**src/rtl/shared_counter_sched_pkg.sv**
```systemverilog
// ----------------------------------------------------------------------------
// shared_counter_sched_pkg
// Shared definitions for the shared-counter scheduler slice: the FSM state
// encoding, the default counter width and the requester id constants.
// No ports (package).
// ----------------------------------------------------------------------------
package shared_counter_sched_pkg;

    // Default width of the shared counter and of the target lengths
    localparam int CW_DEFAULT = 4;

    // Scheduler states, 2-bit encoding
    typedef enum logic [1:0] {
        ST_IDLE  = 2'd0,
        ST_CLR   = 2'd1,
        ST_COUNT = 2'd2,
        ST_DONE  = 2'd3
    } state_e;

    // Requester ids, as stored in the "last served" register
    localparam logic REQ_ID0 = 1'b0;
    localparam logic REQ_ID1 = 1'b1;

endpackage

```
**src/rtl/shared_counter_sched_if.sv**
```systemverilog
// ----------------------------------------------------------------------------
// shared_counter_sched_if
// Bundle of the requester-side and counter-side signals of the scheduler.
//   req[1:0]   per-requester request level
//   step[1:0]  per-requester count strobe
//   len0/len1  per-requester target length
//   ctr_q      current value of the shared counter
//   ctr_reset  synchronous clear to the counter
//   ctr_en     count enable to the counter
//   gnt[1:0]   one-hot grant
//   done[1:0]  one-cycle completion pulse
//   busy       scheduler not idle
// Modports: master = requesters plus counter (environment side),
//           slave  = the scheduler itself.
// ----------------------------------------------------------------------------
interface shared_counter_sched_if
    import shared_counter_sched_pkg::*;
#(
    parameter int CW = CW_DEFAULT
);

    logic [1:0]    req;
    logic [1:0]    step;
    logic [CW-1:0] len0;
    logic [CW-1:0] len1;
    logic [CW-1:0] ctr_q;
    logic          ctr_reset;
    logic          ctr_en;
    logic [1:0]    gnt;
    logic [1:0]    done;
    logic          busy;

    modport master (
        output req, step, len0, len1, ctr_q,
        input  ctr_reset, ctr_en, gnt, done, busy
    );

    modport slave (
        input  req, step, len0, len1, ctr_q,
        output ctr_reset, ctr_en, gnt, done, busy
    );

endinterface

```
**src/rtl/shared_counter_sched_rr_arb2.sv**
```systemverilog
// ----------------------------------------------------------------------------
// rr_arb2
// Combinational two-way round-robin picker.
//   req_i[1:0]  request levels
//   last_i      id of the requester served last
//   pick_o[1:0] one-hot pick, all zero when nobody requests
// ----------------------------------------------------------------------------
module rr_arb2
    import shared_counter_sched_pkg::*;
(
    input  logic [1:0] req_i,
    input  logic       last_i,
    output logic [1:0] pick_o
);

    // A lone requester always wins; on a tie the one not served last wins
    always_comb begin
        pick_o = 2'b00;
        case (req_i)
            2'b01:   pick_o = 2'b01;
            2'b10:   pick_o = 2'b10;
            2'b11:   pick_o = (last_i == REQ_ID1) ? 2'b01 : 2'b10;
            default: pick_o = 2'b00;
        endcase
    end

endmodule

```
**src/rtl/shared_counter_sched.sv**
```systemverilog
// ----------------------------------------------------------------------------
// shared_counter_sched
// Shares one external enabled up-counter between two requesters. A requester
// is granted round-robin, the counter is cleared, then advanced on the
// owner's step strobes until it equals the owner's target length, at which
// point a one-cycle done pulse is returned to the owner.
//   clock  system clock
//   reset  synchronous active-high reset
//   bus    scheduler side (slave modport) of shared_counter_sched_if
// ----------------------------------------------------------------------------
module shared_counter_sched
    import shared_counter_sched_pkg::*;
#(
    parameter int CW = CW_DEFAULT
)(
    input  logic                         clock,
    input  logic                         reset,
    shared_counter_sched_if.slave        bus
);

    state_e        state_q, state_d;
    logic [1:0]    gnt_q, gnt_d;
    logic [1:0]    done_q, done_d;
    logic [CW-1:0] len_q, len_d;
    logic          last_q, last_d;

    logic [1:0]    pick;
    logic          ownerReq;
    logic          ownerStep;
    logic          countEn;

    rr_arb2 u_arb (
        .req_i  (bus.req),
        .last_i (last_q),
        .pick_o (pick)
    );

    // Only the granted requester's request and step are honoured
    assign ownerReq  = |(bus.req  & gnt_q);
    assign ownerStep = |(bus.step & gnt_q);

    // Next-state decode; an owner dropping its request aborts the job
    // without a done pulse and without touching the counter
    always_comb begin
        state_d = state_q;
        gnt_d   = gnt_q;
        done_d  = 2'b00;
        len_d   = len_q;
        last_d  = last_q;
        countEn = 1'b0;
        case (state_q)
            ST_IDLE: begin
                if (pick != 2'b00) begin
                    gnt_d   = pick;
                    len_d   = pick[1] ? bus.len1 : bus.len0;
                    state_d = ST_CLR;
                end
            end
            ST_CLR: begin
                if (!ownerReq) begin
                    gnt_d   = 2'b00;
                    state_d = ST_IDLE;
                end else begin
                    state_d = ST_COUNT;
                end
            end
            ST_COUNT: begin
                if (!ownerReq) begin
                    gnt_d   = 2'b00;
                    state_d = ST_IDLE;
                end else if (bus.ctr_q == len_q) begin
                    done_d  = gnt_q;
                    state_d = ST_DONE;
                end else begin
                    countEn = ownerStep;
                end
            end
            ST_DONE: begin
                last_d  = gnt_q[1] ? REQ_ID1 : REQ_ID0;
                gnt_d   = 2'b00;
                state_d = ST_IDLE;
            end
            default: begin
                gnt_d   = 2'b00;
                state_d = ST_IDLE;
            end
        endcase
    end

    // State registers; last resets to requester 1 so requester 0 wins the
    // first tie
    always_ff @(posedge clock) begin
        if (reset) begin
            state_q <= ST_IDLE;
            gnt_q   <= 2'b00;
            done_q  <= 2'b00;
            len_q   <= '0;
            last_q  <= REQ_ID1;
        end else begin
            state_q <= state_d;
            gnt_q   <= gnt_d;
            done_q  <= done_d;
            len_q   <= len_d;
            last_q  <= last_d;
        end
    end

    // Counter control is combinational so the counter moves on the very
    // next edge; reset forces a clear so the counter is never left stale
    assign bus.ctr_reset = reset || (state_q == ST_CLR);
    assign bus.ctr_en    = countEn && !reset;
    assign bus.gnt       = gnt_q;
    assign bus.done      = done_q;
    assign bus.busy      = (state_q != ST_IDLE);

endmodule

```
**src/flat_wrapper.sv**
```systemverilog
// flat-port wrapper written by rule: the top's interface ports become plain ports
module shared_counter_sched_flat import shared_counter_sched_pkg::*;
#(
    parameter int CW = CW_DEFAULT
)
  (clock, reset, bus_req, bus_step, bus_len0, bus_len1, bus_ctr_q, bus_ctr_reset, bus_ctr_en, bus_gnt, bus_done, bus_busy);
  shared_counter_sched_if #(.CW(CW)) bus_i ();
  input  logic clock;
  input  logic reset;
  input wire logic [$bits(bus_i.req)-1:0] bus_req;
  input wire logic [$bits(bus_i.step)-1:0] bus_step;
  input wire logic [$bits(bus_i.len0)-1:0] bus_len0;
  input wire logic [$bits(bus_i.len1)-1:0] bus_len1;
  input wire logic [$bits(bus_i.ctr_q)-1:0] bus_ctr_q;
  output wire logic [$bits(bus_i.ctr_reset)-1:0] bus_ctr_reset;
  output wire logic [$bits(bus_i.ctr_en)-1:0] bus_ctr_en;
  output wire logic [$bits(bus_i.gnt)-1:0] bus_gnt;
  output wire logic [$bits(bus_i.done)-1:0] bus_done;
  output wire logic [$bits(bus_i.busy)-1:0] bus_busy;
  assign bus_i.req = bus_req;
  assign bus_i.step = bus_step;
  assign bus_i.len0 = bus_len0;
  assign bus_i.len1 = bus_len1;
  assign bus_i.ctr_q = bus_ctr_q;
  assign bus_ctr_reset = bus_i.ctr_reset;
  assign bus_ctr_en = bus_i.ctr_en;
  assign bus_gnt = bus_i.gnt;
  assign bus_done = bus_i.done;
  assign bus_busy = bus_i.busy;
  shared_counter_sched #(.CW(CW)) u_core (.clock(clock), .reset(reset), .bus(bus_i));
endmodule
```
**config.mk**
```make
export PLATFORM = sky130hd
export DESIGN_NAME = shared_counter_sched_flat
export DESIGN_NICKNAME = d
export VERILOG_FILES = /design/src/rtl/shared_counter_sched_pkg.sv /design/src/rtl/shared_counter_sched_if.sv /design/src/rtl/shared_counter_sched_rr_arb2.sv /design/src/rtl/shared_counter_sched.sv /design/src/flat_wrapper.sv
export SDC_FILE = /design/constraint.sdc
export NUM_CORES = 1
export LEC_CHECK = 0
export ABC_AREA = 1
export BUFFER_PORTS_ARGS = -buffer_cell sky130_fd_sc_hd__buf_2
export CAP_MARGIN = 0
export CORE_AREA = 2 2 43 45
export DETAILED_ROUTE_END_ITERATION = 8
export DIE_AREA = 0 0 45 47
export HOLD_SLACK_MARGIN = 0.15
export PLACE_DENSITY_LB_ADDON = 0.12
export SYNTH_ARGS = -nofsm -noshare
export SYNTH_HDL_FRONTEND = slang
export SYNTH_SLANG_ARGS = --single-unit
```
**constraint.sdc**
```tcl
create_clock -name clock -period 1.39 [get_ports clock]
set_input_delay 0.139 -clock clock [delete_from_list [all_inputs] [get_ports clock]]
set_output_delay 0.139 -clock clock [all_outputs]
set_load 0.02 [all_outputs]
```
# [After elaboration in Yosys (flattened, before gate mapping)]
# Cells that the tools add are included.
[totals] regBits=11 wordCells=48 inputBits=18 output_inout_bits=7
[classes] n_eq_ne=10 muxes=15 reduce_logical=13 bitwise=5
[ops] operator="2-bit 2-to-1 mux" n=7
[ops] operator="2-bit case mux with 3 select lines" n=2
[ops] operator="2-bit equality test, second input constant" n=4
[ops] operator="2-bit case mux with 4 select lines" n=1
[ops] operator="2-bit AND reduction" n=3
[ops] operator="2-bit OR reduction" n=3
[ops] operator="2-bit AND" n=2
[ops] operator="2-bit by 1-bit equality test with 1-bit output, second input constant" n=2
[ops] operator="4-bit equality test" n=1
[ops] operator="1-bit 2-to-1 mux" n=4
[ops] operator="4-bit 2-to-1 mux" n=1
[ops] operator="2-bit nonzero test" n=2
[ops] operator="4-bit OR reduction" n=1
[ops] operator="3-bit inequality test, second input constant" n=1
[ops] operator="1-bit inverter" n=3
[ops] operator="2-bit zero test" n=1
[ops] operator="2-bit by 1-bit inequality test with 1-bit output, second input constant" n=1
[ops] operator="2-bit inequality test, second input constant" n=1
[ops] operator="1-bit logical AND" n=1
[ops] operator="1-bit zero test" n=1
[ops] operator="1-bit logical OR" n=1

# [Longest topological paths before layout]
# Gate-level depths: netlist (run 1).
[depth] ltp_word=6 mapped_depth=9 mapped_depth_nobuf=9

# [Modules after synthesis]
# A second synthesis (run 1) with hierarchy kept.
[unflattened] hier_cells=112 area_unflattened_um2=706.9
[modules_own_cells] module="shared_counter_sched" n_inst=1 area_each_um2=685.7 cells_per_inst=107
[modules_own_cells] module="rr_arb2" n_inst=1 area_each_um2=21.3 cells_per_inst=5

# [Worst setup path before layout (run 1)]
# Ideal clock, no wire load.
[synth_path] kind="reg2out" start="register u_core.gnt_q[1] (netlist: u_core.bus.gnt[1])" end="output bus_ctr_en" stages_incl_launch_ff=6 required_ps=1251 path_buffers=0 slack_ps=-20 arrival_ps=1271 path_cell_list="dfxtp_1 > inv_2 > o21ai_2 > and2_4 > nand2_4 > a211oi_2"
[synth_via] elab_chain_len=6
[synth_lines] element="from (decl)" line_no="shared_counter_sched.sv:22" rtl="logic [1:0] gnt_q, gnt_d;"
[synth_lines] element="from (signal assigned)" line_no="shared_counter_sched.sv:101" rtl="gnt_q <= gnt_d;"
[synth_lines] element="2-bit AND" line_no="shared_counter_sched.sv:40" rtl="assign ownerStep = |(bus.step & gnt_q);"
[synth_lines] element="2-bit OR reduction" line_no="shared_counter_sched.sv:40"
[synth_lines] element="1-bit 2-to-1 mux" line_no="shared_counter_sched.sv:71" rtl="end else if (bus.ctr_q == len_q) begin"
[synth_lines] element="1-bit 2-to-1 mux *" line_no="shared_counter_sched.sv:68" rtl="if (!ownerReq) begin"
[synth_lines] element="1-bit 2-to-1 mux *" line_no="shared_counter_sched.sv:51" rtl="case (state_q)"
[synth_lines] element="1-bit logical AND *" line_no="shared_counter_sched.sv:111" rtl="assign bus.ctr_en = countEn && !reset;"
[synth_lines] element="to (decl)" line_no="flat_wrapper.sv:16" rtl="output wire logic [$bits(bus_i.ctr_en)-1:0] bus_ctr_en;"
# Every way passes the cells marked *; elsewhere a longest branch is shown, timed or not.

# [Worst setup path after layout (run 1)]
[layout_path] start="register u_core.state_q[0]" end="output bus_ctr_en"
[layout_via] elab_chain_len=3
[layout_lines] element="from (decl)" line_no="shared_counter_sched.sv:21" rtl="state_e state_q, state_d;"
[layout_lines] element="from (signal assigned)" line_no="shared_counter_sched.sv:100" rtl="state_q <= state_d;"
[layout_lines] element="2-bit equality test" line_no="shared_counter_sched.sv:51"
[layout_lines] element="1-bit 2-to-1 mux" line_no="shared_counter_sched.sv:51"
[layout_lines] element="1-bit logical AND" line_no="shared_counter_sched.sv:111"
# No other way between the ends.

==> metrics.md, run 1 <==
| Metric | Value |
|---|---|
| Final Cell Area | roughly 0.0011 mm^2 |
| Initial Util | 41.82% |
| Syn. warnings | 0 |
| Setup slack after layout | -0.08875 ns |
| MaxCap Viol Count | 0 |
| Yosys top cell area share | 31.88% |
| Peak supply drop | about 0.54 mV |
| Placement Setup Slack | 0.07022 ns |
| Post-route clock period utilization | 106.4% |
| Clk sinks | 11 |
| DIE AREA | ~0.0021 mm^2 |
| Syn_nets | between 100 and 150 |
| WHS | between 0.2 and 0.3 ns |
| WL per Instance | 10.44 um |
| First drt pass iteration count | 6 |
| Worst reg2reg path depth | 7 |
| Pint | between 0.6 and 0.7 mW |
| Syn Area/Cell | between 6 and 7 um^2 |
| Sequential fraction of the synthesis area | 31.88% |
| H-tree levels | 1 |
| Synth Register Bits | 11 |
| Combinational Power Share | 36.4% |
| Top post-synthesis cells by count | nand2_1 (28), inv_1 (18), dfxtp_1 (11), nor2_1 (10), o21ai_0 (7) |
| Core Area | 0.001652 mm^2 |
| Final Max Tran Viols | 0 |
| Clk_lat worst skew | about 0.26 ns |
| Cell Rows | 15 |
| Relative slew slack | about 80% |
| DP HPWL | around 1.2 mm |
| Post-route DRC | 0 |
| Failing checks | negative setup slack |
| CTS tree | done |
| Die height | approximately 47 um |
| Net Sw Power | about 0.32 mW |
| Number of I/O pins | 25 |
| WHS Path Cells | 4 |
| Routed wire length | 1.712 mm |
| Vias after detailed routing | 767 |
| Gate Count Post-Synth | 103 |
| Setup violations, final | 2 |
| Antenna violations before repair | 0 |
| Asr flop ratio synth | 0% |
| Post-synth top area cell | dfxtp_1 |
| Crit start category | flip-flop |
| Slew @ Worst Pin | between 0.3 and 0.4 ns |
| Final hold violations | 0 |
| Max FO, Critical Path | 4 |
| Outcome | complete, but fails checks |
| Most numerous cell in the Yosys netlist | nand2_1 |
| Vias per cell | ~4.7 |
| GR Util All Layers | 18.48% |
| Gpl congestion | around 0.77 |
| Hold_sp | bus_req[0] |
| Port Buffers | 24 |
| Hold Path Class | primary input to flip-flop |
| Nets | around 170 |
| Routed Antenna Nets | 0 |
| Crit Path Category | flip-flop to output pin |
| Share of cells above drive strength 1 | between 40 and 50% |
| Synth Cell Area | 690.7 um^2 |
| Setup crit end kind | output pin |
| Antenna diodes | 0 |
| Num CTS Buffers | 3 |
| Clock Path Buffers | 2 |
| Post-layout min period | between 1 and 1.5 ns |
| Sequential power share | between 30 and 40% |
| Lkg Pwr | roughly 0.56 nW |
| Number of synthesized flops with an enable pin | 0 |
| Power Density | 877.0 mW/mm^2 |
| Synth top area cells | dfxtp_1 (32%), nand2_1 (15%), inv_1 (9.8%), ha_1 (9.1%), nor2_1 (5.4%) |
| Clk slew on worst S/H paths | 0.08 ns |
| GRT Residual Overflow | 0 |
| Final Skew | 0.0009181 ns |
| Design Power | 0.9393 mW |
| Die width | around 45 um |
| Layout Area Growth over Synthesis | 55.07% |
| First-pass GRT wire length | between 2 and 3 mm |
| Count of routing violations after the opening detailed-route iteration | 18 |
| RSZ-0062 raised after global routing | true |
| Clk root buf | clkbuf_4 |
| Setup slack, reg-to-reg | approximately 0.020 ns |
| Most frequently used flop master after synthesis | dfxtp_1 |
| Area after DPL | between 800 and 900 um^2 |
| Fill cells | about 140 |
| Switching Share | 34.49% |
| Vias in the first global route | roughly 700 |
| Pin count of the biggest net entering global routing | 10 |
| Required time of the critical path | roughly 1.3 ns |
| Clock network power share | around a quarter |
| R2r endpoint | u_core.state_q[0]$_SDFFE_PP0P_ |
| R2r startpoint | u_core.state_q[0]$_SDFFE_PP0P_ |
| Fmax | between 600 and 700 MHz |
| Critical Path AT | 1.34 ns |
| Synth unique cells | 21 |
| Hold EP | u_core.len_q[0]$_SDFFE_PP0P_ |
## cell type report
type	instances	area, um^2	share of cell area (%)
inverters	21	78.83	7.360
clock inverters	1	5.005	0.4673
well taps	17	21.27	1.986
clock buffers	3	22.52	2.103
multi-input cells	71	431.7	40.30
repair buffers	40	285.3	26.64
flip-flops and latches	11	226.5	21.14
## per-stage QoR
step	cells	TNS, ns	utilization (%)
3_3_place_gp	145	0	51.29
3_5_place_dp	145	0	51.29
2_1_floorplan	103	0	-
5_1_grt	164	-0.2906	64.85
4_1_cts	162	-0.1013	62.35
6_report	164	-0.1650	64.85
## cells in the final DEF (no fill, tap or decap)
master / Yosys / final
dfxtp_2: 0 / 5
o211ai_1: 1 / 1
ha_1: 5 / 3
nand2_1: 28 / 26
buf_4: 0 / 6
nand2_2: 0 / 2
inv_1: 18 / 15
o21ai_1: 1 / 1
clkbuf_4: 0 / 3
a211oi_4: 0 / 1
or2_4: 0 / 1
ha_2: 0 / 1
o21ai_0: 7 / 7
nand4_1: 1 / 1
buf_6: 0 / 4
ha_4: 0 / 1
o21ai_2: 2 / 2
nor3_1: 1 / 1
nor2_4: 0 / 1
clkinv_2: 0 / 1
a21oi_2: 1 / 1
a21oi_1: 3 / 3
nand2_4: 1 / 1
dlygate4sd3_1: 0 / 9
buf_2: 0 / 21
nor2_2: 2 / 3
a31oi_1: 4 / 4
and2_4: 1 / 1
nor2_1: 10 / 8
inv_2: 3 / 6
dfxtp_1: 11 / 6
nand3_2: 1 / 1
## cell families after synthesis
| kind of cell | Yosys count | share of synthesized area, % |
|---|---|---|
| and+or+nand+nor | 46 | 29.35 |
| AOI/OAI and AO/OA | 20 | 18.30 |
| DFF | 11 | 31.88 |
| adders and majority gates | 5 | 9.058 |
| buffers and inverters | 21 | 11.41 |
## power by group through the flow
stage,clock network [mW],registers [mW],logic [mW]
finish,0.223,0.374,0.342
global route,0.253,0.377,0.384
CTS,0.231,0.372,0.301
detailed placement,0,0.378,0.251
global placement,0,0.377,0.246
floorplan,0,0.383,0.161
## metal layers
| layer | wire length (um) | global-route usage (%) | part of all wire, % |
|---|---|---|---|
| met4 | 13 | 7.059 | 0.76 |
| met1 | 819 | 22.09 | 48 |
| met3 | 83 | 3.462 | 4.8 |
| met5 | 0 | 0 | 0 |
| met2 | 795 | 32.86 | 46 |
## critical path: stages (launching register included)
cell and delay, ns:
dfxtp_2 0.33, inv_2 0.05, ha_2 0.17, and2_4 0.15, nand2_4 0.07, a211oi_4 0.16, buf_6 0.14
## what timing repair did
| action | 4_1_cts | 5_1_grt |
|---|---|---|
| pin swaps | 2 | 2 |
| hold buffers | 9 | 0 |
| gates cloned | 0 | 0 |
| endpoints found under the hold margin | 5 | 0 |
| setup endpoints to repair | 2 | 10 |
| resized for setup | 13 | 11 |
| buffers inserted | 4 | 2 |
## sequential cells by signal (all words and copies together) (netlist names)
signal and cells:
u_core.state_q 2, u_core.len_q 4, u_core.last_q 1, u_core.bus.done 2, u_core.bus.gnt 2
## worst max path at each step
stage	startpoint	to	slack [ns]	cells after the start
3_5_place_dp	u_core.state_q[0]$_SDFFE_PP0P_	bus_ctr_en	0.07	6
4_1_cts	u_core.state_q[0]$_SDFFE_PP0P_	bus_ctr_en	-0.09	6
5_1_grt	u_core.state_q[0]$_SDFFE_PP0P_	bus_ctr_en	-0.15	6
2_1_floorplan	u_core.bus.gnt[1]$_SDFFE_PP0P_	bus_ctr_en	0.04	5
6_report	u_core.state_q[0]$_SDFFE_PP0P_	bus_ctr_en	-0.09	6
3_3_place_gp	u_core.state_q[0]$_SDFFE_PP0P_	bus_ctr_en	0.09	6
Note: power is estimated with default switching activity, not from simulation.
==> run 2: changes to the inputs <==
CORE_AREA = 2 2 44 46   (was 2 2 43 45)
DIE_AREA = 0 0 46 48   (was 0 0 45 47)
clock period = 1.2 ns   (was 1.39 ns; I/O delays follow)
==> run 2 against run 1 <==
Critical path type unchanged. Via count up 2.5%. Sequential share of layout area down 0.64 points. Flip-flop and latch count unchanged. The flow still finishes with violations (negative setup slack).
==> metrics.md, run 2 (same netlist as run 1, synthesis figures left out) <==
| Metric | Value |
|---|---|
| Pin count of the biggest net entering global routing | 10 |
| Register area | ~240 um^2 |
| Largest reg by FF count | u_core.len_q |
| Post-layout min period | around 1.4 ns |
| Post-Place Cells | between 150 and 200 |
| Pint | about 0.76 mW |
| Sequential power share | roughly 37% |
| Vias after detailed routing | 786 |
| Combinational Power Share | 40.0% |
| Setup slack after layout | -0.2283 ns |
| Post-route clock period utilization | 119.0% |
| Die width | about 46 um |
| RSZ-0062 raised after global routing | true |
| Share of cells above drive strength 1 | around half |
| Largest register FFs | 4 |
| Final hold violations | 0 |
| Gpl congestion | about 0.75 |
| Non-filler cells, final | 169 |
| Required time of the critical path | between 1 and 1.5 ns |
| DP HPWL | between 1 and 1.5 mm |
| Clk root buf | clkbuf_4 |
| WL per Instance | around 11 um |
| Critical Path AT | between 1 and 1.5 ns |
| GRT Residual Overflow | 0 |
| Number of I/O pins | 25 |
| Setup violations, final | 10 |
| Count of routing violations after the opening detailed-route iteration | 12 |
| Vias in the first global route | around 700 |
| Clock Path Buffers | 2 |
| Num CTS Buffers | 3 |
| Failing checks | negative setup slack |
| Net Sw Power | approximately 0.40 mW |
| Commonest cells after routing, fill and taps aside | nand2_1 (25), buf_2 (21), inv_1 (14), buf_4 (13) |
| Nets | 176 |
| WHS | ~0.14 ns |
| Final Max Tran Viols | 0 |
| GR Layer Usage met3 | under 10% |
| Initial Util | approximately two fifths |
| Design Power | about 1.2 mW |
| Routed wire length | between 1.5 and 2 mm |
| GR peak layer | met2 |
| Clk sinks | 11 |
| DIE AREA | approximately 0.0022 mm^2 |
| Crit start category | flip-flop |
| First-pass GRT wire length | slightly below 3 mm |
| Outcome | complete, but fails checks |
| Max FO, Critical Path | 2 |
| Clk slew on worst S/H paths | approximately 0.080 ns |
| Clk_lat worst skew | 0.27 ns |
| Met1 GRT Util | a little over a fifth |
| Layout Area Growth over Synthesis | 66.12% |
| Core Area | 0.001689 mm^2 |
| Commonest non-fill, non-tap cell in the layout | nand2_1 |
| Vias per cell | around 4.7 |
| Final Skew | roughly 0.0050 ns |
| Switching Share | 34.40% |
| Fmax | about 700 MHz |
| Antenna diodes | 0 |
| Slew @ Worst Pin | just under 0.3 ns |
| Relative slew slack | 80.43% |
| Post-CTS Hold Buffers | 8 |
| Setup crit end kind | output pin |
| Antenna violations before repair | 0 |
| GR Util All Layers | a little under a fifth |
| Clock network power share | a little under a quarter |
| First drt pass iteration count | 4 |
| Port Buffers | 24 |
| Peak supply drop | approximately 0.6 mV |
| Lkg Pwr | slightly below 0.6 nW |
| MaxCap Viol Count | 0 |
| H-tree levels | 1 |
| Crit Path Category | flip-flop to output pin |
| Die height | between 40 and 50 um |
| Routed Antenna Nets | 0 |
| Cell Rows | 15 |
| Hold Path Class | primary input to flip-flop |
| Multi-input combinational cell area | around 470 um^2 |
| Global-route met2 utilization | 33.61% |
| CTS tree | done |
| Post-route DRC | 0 |
| Fill cells | 146 |
| Power Density | slightly above 1000 mW/mm^2 |
==> run 2: cell count changes in the layout (fill, tap and decap cells not counted), moves of 2 or more <==
cell and change:
dfxtp_4 +2, ha_4 +2, dfxtp_1 -3, o21ai_0 -5, buf_4 +7, o21ai_1 +4, ha_1 -2
==> run 2: power by group through the flow <==
stage	Sequential (mW)	Combinational (mW)	Clock (mW)
6_report	0.432	0.463	0.262
5_1_grt	0.438	0.511	0.289
4_1_cts	0.429	0.437	0.271
3_5_place_dp	0.434	0.337	0
3_3_place_gp	0.431	0.333	0
2_1_floorplan	0.446	0.188	0
==> run 2: final timing paths <==
path                            slack, ns  depth (start not counted)                            from                        endpoint
worst max-delay path                -0.23                          6  u_core.state_q[0]$_SDFFE_PP0P_                      bus_ctr_en
worst min-delay path                 0.14                          3                           reset      u_core.last_q$_SDFFE_PP1N_
worst max register to register      -0.08                          8  u_core.state_q[0]$_SDFFE_PP0P_  u_core.bus.gnt[0]$_SDFFE_PP0P_
worst min register to register       0.48                          2  u_core.bus.gnt[1]$_SDFFE_PP0P_   u_core.bus.done[1]$_SDFF_PP0_
==> run 2: what timing repair did <==
action | in CTS | in global routing
pin swaps | 6 | 7
resized for setup | 27 | 11
endpoints found under the setup margin | 11 | 11
buffers inserted | 3 | 2
endpoints found under the hold margin | 5 | 1
==> run 2: final cells by class <==
cell class	count	share of cell area, %
clock buffer	4	2.290
inverter	21	7.088
multi-input combinational	71	40.68
sequential	11	20.50
tap	17	1.854
timing repair buffer	45	27.59
==> run 2: through the flow <==
stage / instance area, um^2 / TNS [ns] / setup slack [ns] / util (%)
global placement: 912.1 / -0.3379 / -0.06098 / 54.00
floorplan: 703.2 / -0.01804 / -0.01804 / -
CTS: 1122 / -0.7518 / -0.2292 / 66.44
finish: 1147 / -0.9672 / -0.2283 / 67.93
global route: 1147 / -1.584 / -0.2867 / 67.93
detailed placement: 912.1 / -0.5625 / -0.08783 / 54.00
==> run 2: layer usage <==
| metal | part of all wire (%) | routed length [um] |
|---|---|---|
| met1 | 45 | 866 |
| met5 | 0 | 0 |
| met3 | 2.7 | 52 |
| met4 | 0.99 | 19 |
| met2 | 51 | 987 |
==> run 2: critical path, stage by stage (launching register included) <==
cell	delay, ns
dfxtp_2	0.33
inv_2	0.08
ha_4	0.13
and2_4	0.15
nand2_4	0.05
a211oi_4	0.15
buf_6	0.14
